### src/rtl/i2s_adc_rx_if.sv
// Frame handshake between the I2S receiver (master) and its downstream consumer (slave).
`timescale 1ns/1ps
interface i2s_adc_rx_if #(
    parameter int DATA_WIDTH = 24
);
    logic [DATA_WIDTH-1:0] data_l;
    logic [DATA_WIDTH-1:0] data_r;
    logic                  frame_valid;
    logic                  frame_ready;
    logic                  overrun;
    logic                  overrun_clr;

    modport master (
        output data_l, data_r, frame_valid, overrun,
        input  frame_ready, overrun_clr
    );

    modport slave (
        input  data_l, data_r, frame_valid, overrun,
        output frame_ready, overrun_clr
    );
endinterface

### src/rtl/i2s_adc_rx.sv
// I2S / left-justified ADC receiver master: generates MCLK/SCLK/LRCK from clk and
// deserialises SDOUT into stereo frames offered on a valid/ready handshake.
`timescale 1ns/1ps
module i2s_adc_rx #(
    parameter int DATA_WIDTH = 24,
    parameter int SLOT_BITS  = 32,
    parameter int SCLK_DIV   = 4,
    parameter int JUSTIFY    = 0
) (
    input  logic         clk,
    input  logic         rst,
    input  logic         en,
    input  logic         sdout_adc,
    output logic         mclk_adc,
    output logic         sclk_adc,
    output logic         lrck_adc,
    i2s_adc_rx_if.master frm
);
    localparam int OFF   = (JUSTIFY == 0) ? 1 : 0;
    localparam int PH_W  = $clog2(SCLK_DIV);
    localparam int BIT_W = $clog2(2 * SLOT_BITS);

    localparam logic [PH_W-1:0]  PH_LAST  = PH_W'(SCLK_DIV - 1);
    localparam logic [PH_W-1:0]  PH_HALF  = PH_W'(SCLK_DIV / 2);
    localparam logic [BIT_W-1:0] BIT_LAST = BIT_W'(2 * SLOT_BITS - 1);
    localparam logic [BIT_W-1:0] SLOT_N   = BIT_W'(SLOT_BITS);
    localparam logic [BIT_W-1:0] K_FIRST  = BIT_W'(OFF);
    localparam logic [BIT_W-1:0] K_LAST   = BIT_W'(OFF + DATA_WIDTH - 1);
    localparam logic [BIT_W-1:0] WORD_N   = BIT_W'(DATA_WIDTH);

    // Frame counter held as (bit index, phase): cnt = bit_q * SCLK_DIV + ph_q.
    logic [PH_W-1:0]       ph_q, ph_p0;
    logic [BIT_W-1:0]      bit_q, bit_p0, slot_k_p0;
    logic                  lrck_p0, sample_p0, in_word_p0, last_p0;
    logic                  vld_p1;
    logic [DATA_WIDTH-1:0] sh_l, sh_r;

    assign mclk_adc = clk;

    always_comb begin
        ph_p0  = '0;
        bit_p0 = '0;
        if (en) begin
            if (ph_q == PH_LAST) begin
                ph_p0  = '0;
                bit_p0 = (bit_q == BIT_LAST) ? '0 : bit_q + BIT_W'(1);
            end else begin
                ph_p0  = ph_q + PH_W'(1);
                bit_p0 = bit_q;
            end
        end
    end

    // Stage p0: decode of the count value being entered on this edge.
    assign lrck_p0    = (bit_p0 >= SLOT_N);
    assign slot_k_p0  = lrck_p0 ? (bit_p0 - SLOT_N) : bit_p0;
    assign sample_p0  = en && (ph_p0 == PH_HALF);
    // Unsigned wrap makes slot bits below the offset compare as out of range.
    assign in_word_p0 = ((slot_k_p0 - K_FIRST) < WORD_N);
    assign last_p0    = sample_p0 && lrck_p0 && (slot_k_p0 == K_LAST);

    always_ff @(posedge clk or negedge rst) begin
        if (!rst) begin
            ph_q     <= '0;
            bit_q    <= '0;
            sclk_adc <= 1'b0;
            lrck_adc <= 1'b0;
            vld_p1   <= 1'b0;
        end else begin
            ph_q     <= ph_p0;
            bit_q    <= bit_p0;
            sclk_adc <= (ph_p0 >= PH_HALF);
            lrck_adc <= lrck_p0;
            vld_p1   <= last_p0;
        end
    end

    always_ff @(posedge clk or negedge rst) begin
        if (!rst) begin
            sh_l <= '0;
            sh_r <= '0;
        end else if (!en) begin
            sh_l <= '0;
            sh_r <= '0;
        end else if (sample_p0 && in_word_p0) begin
            if (lrck_p0)
                sh_r <= {sh_r[DATA_WIDTH-2:0], sdout_adc};
            else
                sh_l <= {sh_l[DATA_WIDTH-2:0], sdout_adc};
        end
    end

    // Stage p1: frame completes one edge after the right-channel LSB is captured.
    always_ff @(posedge clk or negedge rst) begin
        if (!rst) begin
            frm.data_l      <= '0;
            frm.data_r      <= '0;
            frm.frame_valid <= 1'b0;
            frm.overrun     <= 1'b0;
        end else begin
            if (vld_p1) begin
                frm.data_l      <= sh_l;
                frm.data_r      <= sh_r;
                frm.frame_valid <= 1'b1;
            end else if (frm.frame_valid && frm.frame_ready) begin
                frm.frame_valid <= 1'b0;
            end
            frm.overrun <= (vld_p1 && frm.frame_valid && !frm.frame_ready) ||
                           (frm.overrun && !frm.overrun_clr);
        end
    end
endmodule
### src/flat_wrapper.sv
// flat-port wrapper written by rule: the top's interface ports become plain ports
module i2s_adc_rx_flat 
#(
    parameter int DATA_WIDTH = 24,
    parameter int SLOT_BITS  = 32,
    parameter int SCLK_DIV   = 4,
    parameter int JUSTIFY    = 0
)
  (clk, rst, en, sdout_adc, mclk_adc, sclk_adc, lrck_adc, frm_data_l, frm_data_r, frm_frame_valid, frm_overrun, frm_frame_ready, frm_overrun_clr);
  i2s_adc_rx_if #(.DATA_WIDTH(DATA_WIDTH)) frm_i ();
  input  logic clk;
  input  logic rst;
  input  logic en;
  input  logic sdout_adc;
  output logic mclk_adc;
  output logic sclk_adc;
  output logic lrck_adc;
  output wire logic [$bits(frm_i.data_l)-1:0] frm_data_l;
  output wire logic [$bits(frm_i.data_r)-1:0] frm_data_r;
  output wire logic [$bits(frm_i.frame_valid)-1:0] frm_frame_valid;
  output wire logic [$bits(frm_i.overrun)-1:0] frm_overrun;
  input wire logic [$bits(frm_i.frame_ready)-1:0] frm_frame_ready;
  input wire logic [$bits(frm_i.overrun_clr)-1:0] frm_overrun_clr;
  assign frm_data_l = frm_i.data_l;
  assign frm_data_r = frm_i.data_r;
  assign frm_frame_valid = frm_i.frame_valid;
  assign frm_overrun = frm_i.overrun;
  assign frm_i.frame_ready = frm_frame_ready;
  assign frm_i.overrun_clr = frm_overrun_clr;
  i2s_adc_rx #(.DATA_WIDTH(DATA_WIDTH), .SLOT_BITS(SLOT_BITS), .SCLK_DIV(SCLK_DIV), .JUSTIFY(JUSTIFY)) u_core (.clk(clk), .rst(rst), .en(en), .sdout_adc(sdout_adc), .mclk_adc(mclk_adc), .sclk_adc(sclk_adc), .lrck_adc(lrck_adc), .frm(frm_i));
endmodule
### config.mk
export PLATFORM = sky130hd
export DESIGN_NAME = i2s_adc_rx_flat
export DESIGN_NICKNAME = d
export VERILOG_FILES = /design/src/rtl/i2s_adc_rx_if.sv /design/src/rtl/i2s_adc_rx.sv /design/src/flat_wrapper.sv
export SDC_FILE = /design/constraint.sdc
export NUM_CORES = 1
export LEC_CHECK = 0
export BUFFER_PORTS_ARGS = -buffer_cell sky130_fd_sc_hd__clkbuf_2
export CAP_MARGIN = 20
export CORE_MARGIN = 8
export CORE_UTILIZATION = 46
export CTS_CLUSTER_SIZE = 28
export DETAILED_ROUTE_END_ITERATION = 12
export GPL_ROUTABILITY_DRIVEN = 0
export GPL_TIMING_DRIVEN = 0
export PLACE_DENSITY_LB_ADDON = 0.3
export SYNTH_ARGS = -nofsm -noshare
export SYNTH_HDL_FRONTEND = slang
export SYNTH_SLANG_ARGS = --single-unit
### constraint.sdc
create_clock -name clk -period 3.8 [get_ports clk]
set_input_delay 0.38 -clock clk [delete_from_list [all_inputs] [get_ports clk]]
set_output_delay 0.38 -clock clk [all_outputs]
set_load 0.03 [all_outputs]
### Word level (Yosys, flattened, before mapping)

Index checks and enable logic that the tools add are counted.

| operators by class | value |
|---|---|
| add/sub/neg operators | 4 |
| $lt $le $gt $ge | 3 |
| equal/unequal tests | 7 |
| multiplexer cells | 14 |
| reductions and logical operators | 14 |

Operators by type and width:

| cell | number |
|---|---|
| $mux 24 | 6 |
| $mux 6 | 4 |
| $logic_and 1x1->1 | 8 |
| $add 6x1->6 const B | 1 |
| $eq 6x5->1 const B | 1 |
| $eq 6x6->1 const B | 1 |
| $ge 6x6->1 const B | 1 |
| $lt 6x5->1 const B | 1 |
| $sub 6x1->6 const B | 1 |
| $sub 6x6->6 const B | 1 |
| $eq 2x2->1 const B | 2 |
| $mux 2 | 2 |
| $ne 2x1->1 const B | 2 |
| $reduce_and 2->1 | 2 |
| $add 2x1->2 const B | 1 |
| $ge 2x2->1 const B | 1 |
| $logic_not 1->1 | 2 |
| $mux 1 | 2 |
| $ne 2x2->1 const B | 1 |
| $reduce_bool 2->1 | 1 |
| $logic_or 1x1->1 | 1 |

| word-level totals | value |
|---|---|
| bits in registers | 109 |
| output and inout port bits | 53 |
| word-level logic and storage cells | 53 |

### Depth between registers and ports, before layout

| logic depth | value |
|---|---|
| depth after elaboration | 11 |
| depth in mapped cells | 9 |
| mapped depth without buffers | 6 |

==> run_summary.xml <==
<?xml version="1.0" encoding="UTF-8"?>
<metrics>
  <group name="critical_path">
    <metric name="crit_chain" unit="">clkbuf_8 &gt; clkbuf_8 &gt; buf_4 &gt; clkbuf_2</metric>
    <metric name="critical_path_buf_inv_count" unit="">4</metric>
    <metric name="crit_fanout" unit="">2</metric>
    <metric name="critical_path.most_common_cell" unit="">sky130_fd_sc_hd__clkbuf_8</metric>
    <metric name="critical-path-slowest-cell" unit="">sky130_fd_sc_hd__clkbuf_2</metric>
    <metric name="critical_path_arrival" unit="ns">2.42</metric>
    <metric name="timing.critical_path.required" unit="ns">3.42</metric>
    <metric name="worstSetupStartpointType" unit="">clock port</metric>
    <metric name="max_stage_delay" unit="ns">0.17</metric>
    <metric name="critical_path_class" unit="">clock port to primary output</metric>
    <metric name="critical_path.top_delay_family" unit="">buffers and inverters</metric>
    <metric name="end_kind" unit="">primary output</metric>
  </group>
  <group name="yosys">
    <metric name="synth_top_cell_area_share" unit="">0.594</metric>
    <metric name="synth.top_cells.by_count" unit="">sky130_fd_sc_hd__dfrtp_1, sky130_fd_sc_hd__nand2_1, sky130_fd_sc_hd__mux2i_1</metric>
    <metric name="syn-mean-instance-area" unit="um2">13.1</metric>
    <metric name="synth-seq-cells" unit="">109</metric>
    <metric name="syn_area" unit="mm2">0.00459</metric>
    <metric name="syn-num-nets" unit="">359</metric>
    <metric name="seq_area_frac_synth" unit="">0.594</metric>
    <metric name="synth_enable_flop_cells" unit="">0</metric>
    <metric name="post_synth_num_cell_types" unit="">42</metric>
    <metric name="post-synth-top-count-cell" unit="">sky130_fd_sc_hd__dfrtp_1</metric>
    <metric name="synth_top_area_cell" unit="">sky130_fd_sc_hd__dfrtp_1</metric>
    <metric name="yosys-top-cells-area" unit="">sky130_fd_sc_hd__dfrtp_1, sky130_fd_sc_hd__mux2_2, sky130_fd_sc_hd__mux2i_1</metric>
    <metric name="syn_inst" unit="">351</metric>
    <metric name="async_flop_share" unit="">1.00</metric>
    <metric name="ys_warn_count" unit="">0</metric>
    <metric name="synth-main-ff-cell" unit="">sky130_fd_sc_hd__dfrtp_1</metric>
  </group>
  <group name="drt">
    <metric name="antenna_left" unit="">0</metric>
    <metric name="avg_wl_per_cell" unit="um">14.9</metric>
    <metric name="drcViolationCount" unit="">0</metric>
    <metric name="drt-pass1-iter-count" unit="">4</metric>
    <metric name="detail_route.vias_per_cell" unit="">4.91</metric>
    <metric name="route.vias.total" unit="">2743</metric>
    <metric name="routed_wl" unit="um">8310</metric>
    <metric name="dr.first_iter.drc_count" unit="">84</metric>
  </group>
  <group name="power_and_ir_drop">
    <metric name="vdd.ir_drop.worst" unit="uV">321</metric>
    <metric name="power.leakage" unit="uW">0.00273</metric>
    <metric name="p_per_area" unit="mW/mm2">389</metric>
    <metric name="report.power.total" unit="uW">2050</metric>
  </group>
  <group name="floorplanning">
    <metric name="floorplan.die_area" unit="mm2">0.0134</metric>
    <metric name="ioPinCount" unit="">59</metric>
    <metric name="starting_utilization_of_the_core_area" unit="">0.472</metric>
    <metric name="num_rows" unit="">36</metric>
    <metric name="die_width" unit="um">116</metric>
    <metric name="fp.dieH" unit="um">116</metric>
    <metric name="core-area" unit="mm2">0.00973</metric>
  </group>
  <group name="timing">
    <metric name="grt_setup_unrepaired" unit="">no</metric>
    <metric name="setup-violations-final" unit="">0</metric>
    <metric name="max_slew.worst_pin.slew" unit="ns">0.853</metric>
    <metric name="worst_hold_slack" unit="ns">0.00565</metric>
    <metric name="number_of_pins_exceeding_their_max_slew_limit_in_the_final_report" unit="">0</metric>
    <metric name="finClkSkew" unit="ns">0.0119</metric>
    <metric name="hold_violations" unit="">0</metric>
    <metric name="timing.slew.headroom" unit="">0.431</metric>
    <metric name="total_negative_slack" unit="ns">0</metric>
  </group>
  <group name="cells_and_area">
    <metric name="number_of_fill_cells_in_the_layout" unit="">858</metric>
    <metric name="area_delta_synth_final" unit="%">15.1</metric>
    <metric name="layout.nets" unit="">431</metric>
    <metric name="final_core_utilization" unit="">0.543</metric>
    <metric name="drive_above_1_share" unit="">0.331</metric>
    <metric name="n_antenna_cell" unit="">0</metric>
    <metric name="finish.cell_count_without_fillers" unit="">559</metric>
  </group>
  <group name="clock_tree">
    <metric name="post_cts.resized_instances" unit="">0</metric>
    <metric name="insertion_delay" unit="ns">0.47</metric>
    <metric name="cts.repair_timing.setup_buffer_count" unit="">0</metric>
    <metric name="cts.clk_slew.worst_paths" unit="ns">0.09</metric>
    <metric name="ctsHoldBuffers" unit="">0</metric>
    <metric name="tritoncts" unit="">built</metric>
  </group>
  <group name="global_routing">
    <metric name="grt_start_max_net_pins" unit="">110</metric>
    <metric name="antenna_found_initial" unit="">0</metric>
    <metric name="grt_usage" unit="">0.137</metric>
    <metric name="grt_overflow_total" unit="">0</metric>
    <metric name="first_pass_grt_wire_length" unit="um">14100</metric>
    <metric name="vias_in_the_first_global_route" unit="">2956</metric>
  </group>
  <group name="outcome">
    <metric name="status" unit="">completed</metric>
  </group>
  <group name="placement">
    <metric name="detailed_place_hpwl" unit="um">5760</metric>
    <metric name="buffer_ports.inserted" unit="">58</metric>
    <metric name="dpl.cell_count" unit="">542</metric>
  </group>
  <group name="flow_run">
    <metric name="drv.max_cap_violation_count" unit="">0</metric>
  </group>
  <group name="hold_path">
    <metric name="worst_hold_path_type" unit="">input pin to asynchronous set/reset pin</metric>
  </group>
</metrics>
[cell families (layout without fill, tap and decap cells)]
group,count (synthesis),count (layout),synth area share
flops,109,109,0.594
mux,97,97,0.225
simple gates,73,73,0.0788
buf+inv,48,123,0.0523
compound gates,17,17,0.0352
xor+xnor,5,5,0.00954
fa+ha+maj,2,2,0.00545
[report_power, final]
group	internal, uW	switching (uW)
Clock	403	413
Combinational	19.8	51.4
Sequential	1160	3.81
Total	1590	468
[cell type report]
type,instances,area (um2),share of cell area
buffer,21,139,0.0263
clock buffer,14,184,0.0348
clock inverter,4,48.8,0.00924
inverter,27,101,0.0192
multi-input combinational,194,1620,0.307
sequential,109,2730,0.516
tap,133,166,0.0315
timing repair buffer,57,294,0.0556
[metal layers]
layer	routed length [um]	part of all wire	up-vias	GRT usage
li1	-	-	1316	-
met3	465	0.056	10	0.0552
met2	3990	0.48	52	0.208
met1	3720	0.45	1365	0.165
met4	126	0.015	0	0.0674
met5	0	0	-	0
[metrics by stage]
step / worst slack, ns / cell area [um2]
final: 1.00 / 5280
after global routing: 0.991 / 5280
after CTS: 0.994 / 5280
after detailed placement: 1.25 / 5060
after global placement: 0.869 / 5050
after floorplan: 1.38 / 4590
[registers in the layout (all words and copies together) (netlist names)]
| signal | count |
|---|---|
| u_core.frm.data_l | 24 |
| u_core.vld_p1 | 1 |
| u_core.ph_q | 2 |
| u_core.frm.data_r | 24 |
| u_core.frm.overrun | 1 |
| u_core.sclk_adc | 1 |
| u_core.sh_l | 24 |
| u_core.lrck_adc | 1 |
| u_core.frm.frame_valid | 1 |
| u_core.bit_q | 6 |
| u_core.sh_r | 24 |
[path summary, 6_finish.rpt]
kind / start / end / slack [ns] / depth (start not counted)
setup / recovery: clk / mclk_adc / 1.00 / 4
hold / removal: rst / u_core.bit_q[2]$_DFF_PN0_ / 0.006 / 1
setup reg to reg: u_core.bit_q[0]$_DFF_PN0_ / u_core.sh_l[1]$_DFFE_PN0P_ / 1.45 / 8
hold reg to reg: u_core.ph_q[0]$_DFF_PN0_ / u_core.ph_q[0]$_DFF_PN0_ / 0.48 / 1
max in group asynchronous: rst / u_core.frm.data_l[13]$_DFFE_PN0P_ / 3.21 / 1
min in group clk: sdout_adc / u_core.sh_r[0]$_DFFE_PN0P_ / 0.17 / 3
[layout by cell type, fill, tap and decap left out, types with 3 or more instances in the layout]
cell type / Yosys / routed
sky130_fd_sc_hd__and3_1: 3 / 3
sky130_fd_sc_hd__nor2_1: 3 / 3
sky130_fd_sc_hd__nand2_1: 50 / 50
sky130_fd_sc_hd__inv_1: 27 / 27
sky130_fd_sc_hd__clkbuf_1: 8 / 8
sky130_fd_sc_hd__and2_1: 4 / 4
sky130_fd_sc_hd__buf_6: 3 / 3
sky130_fd_sc_hd__xnor2_1: 4 / 4
sky130_fd_sc_hd__clkbuf_2: 0 / 57
sky130_fd_sc_hd__clkbuf_8: 0 / 14
sky130_fd_sc_hd__buf_4: 4 / 4
sky130_fd_sc_hd__mux2_2: 48 / 48
sky130_fd_sc_hd__mux2i_1: 49 / 49
sky130_fd_sc_hd__a21oi_1: 3 / 3
sky130_fd_sc_hd__buf_1: 4 / 4
sky130_fd_sc_hd__dfrtp_1: 109 / 109
[worst register-to-register path: stages (launching register included)]
cell	delay [ns]
sky130_fd_sc_hd__dfrtp_1	0.48
sky130_fd_sc_hd__ha_1	0.34
sky130_fd_sc_hd__and3b_1	0.23
sky130_fd_sc_hd__nor2_1	0.07
sky130_fd_sc_hd__o2111a_1	0.25
sky130_fd_sc_hd__nor4b_2	0.29
sky130_fd_sc_hd__buf_4	0.22
sky130_fd_sc_hd__buf_8	0.17
sky130_fd_sc_hd__mux2i_1	0.21
(Power assumes the default switching activity.)
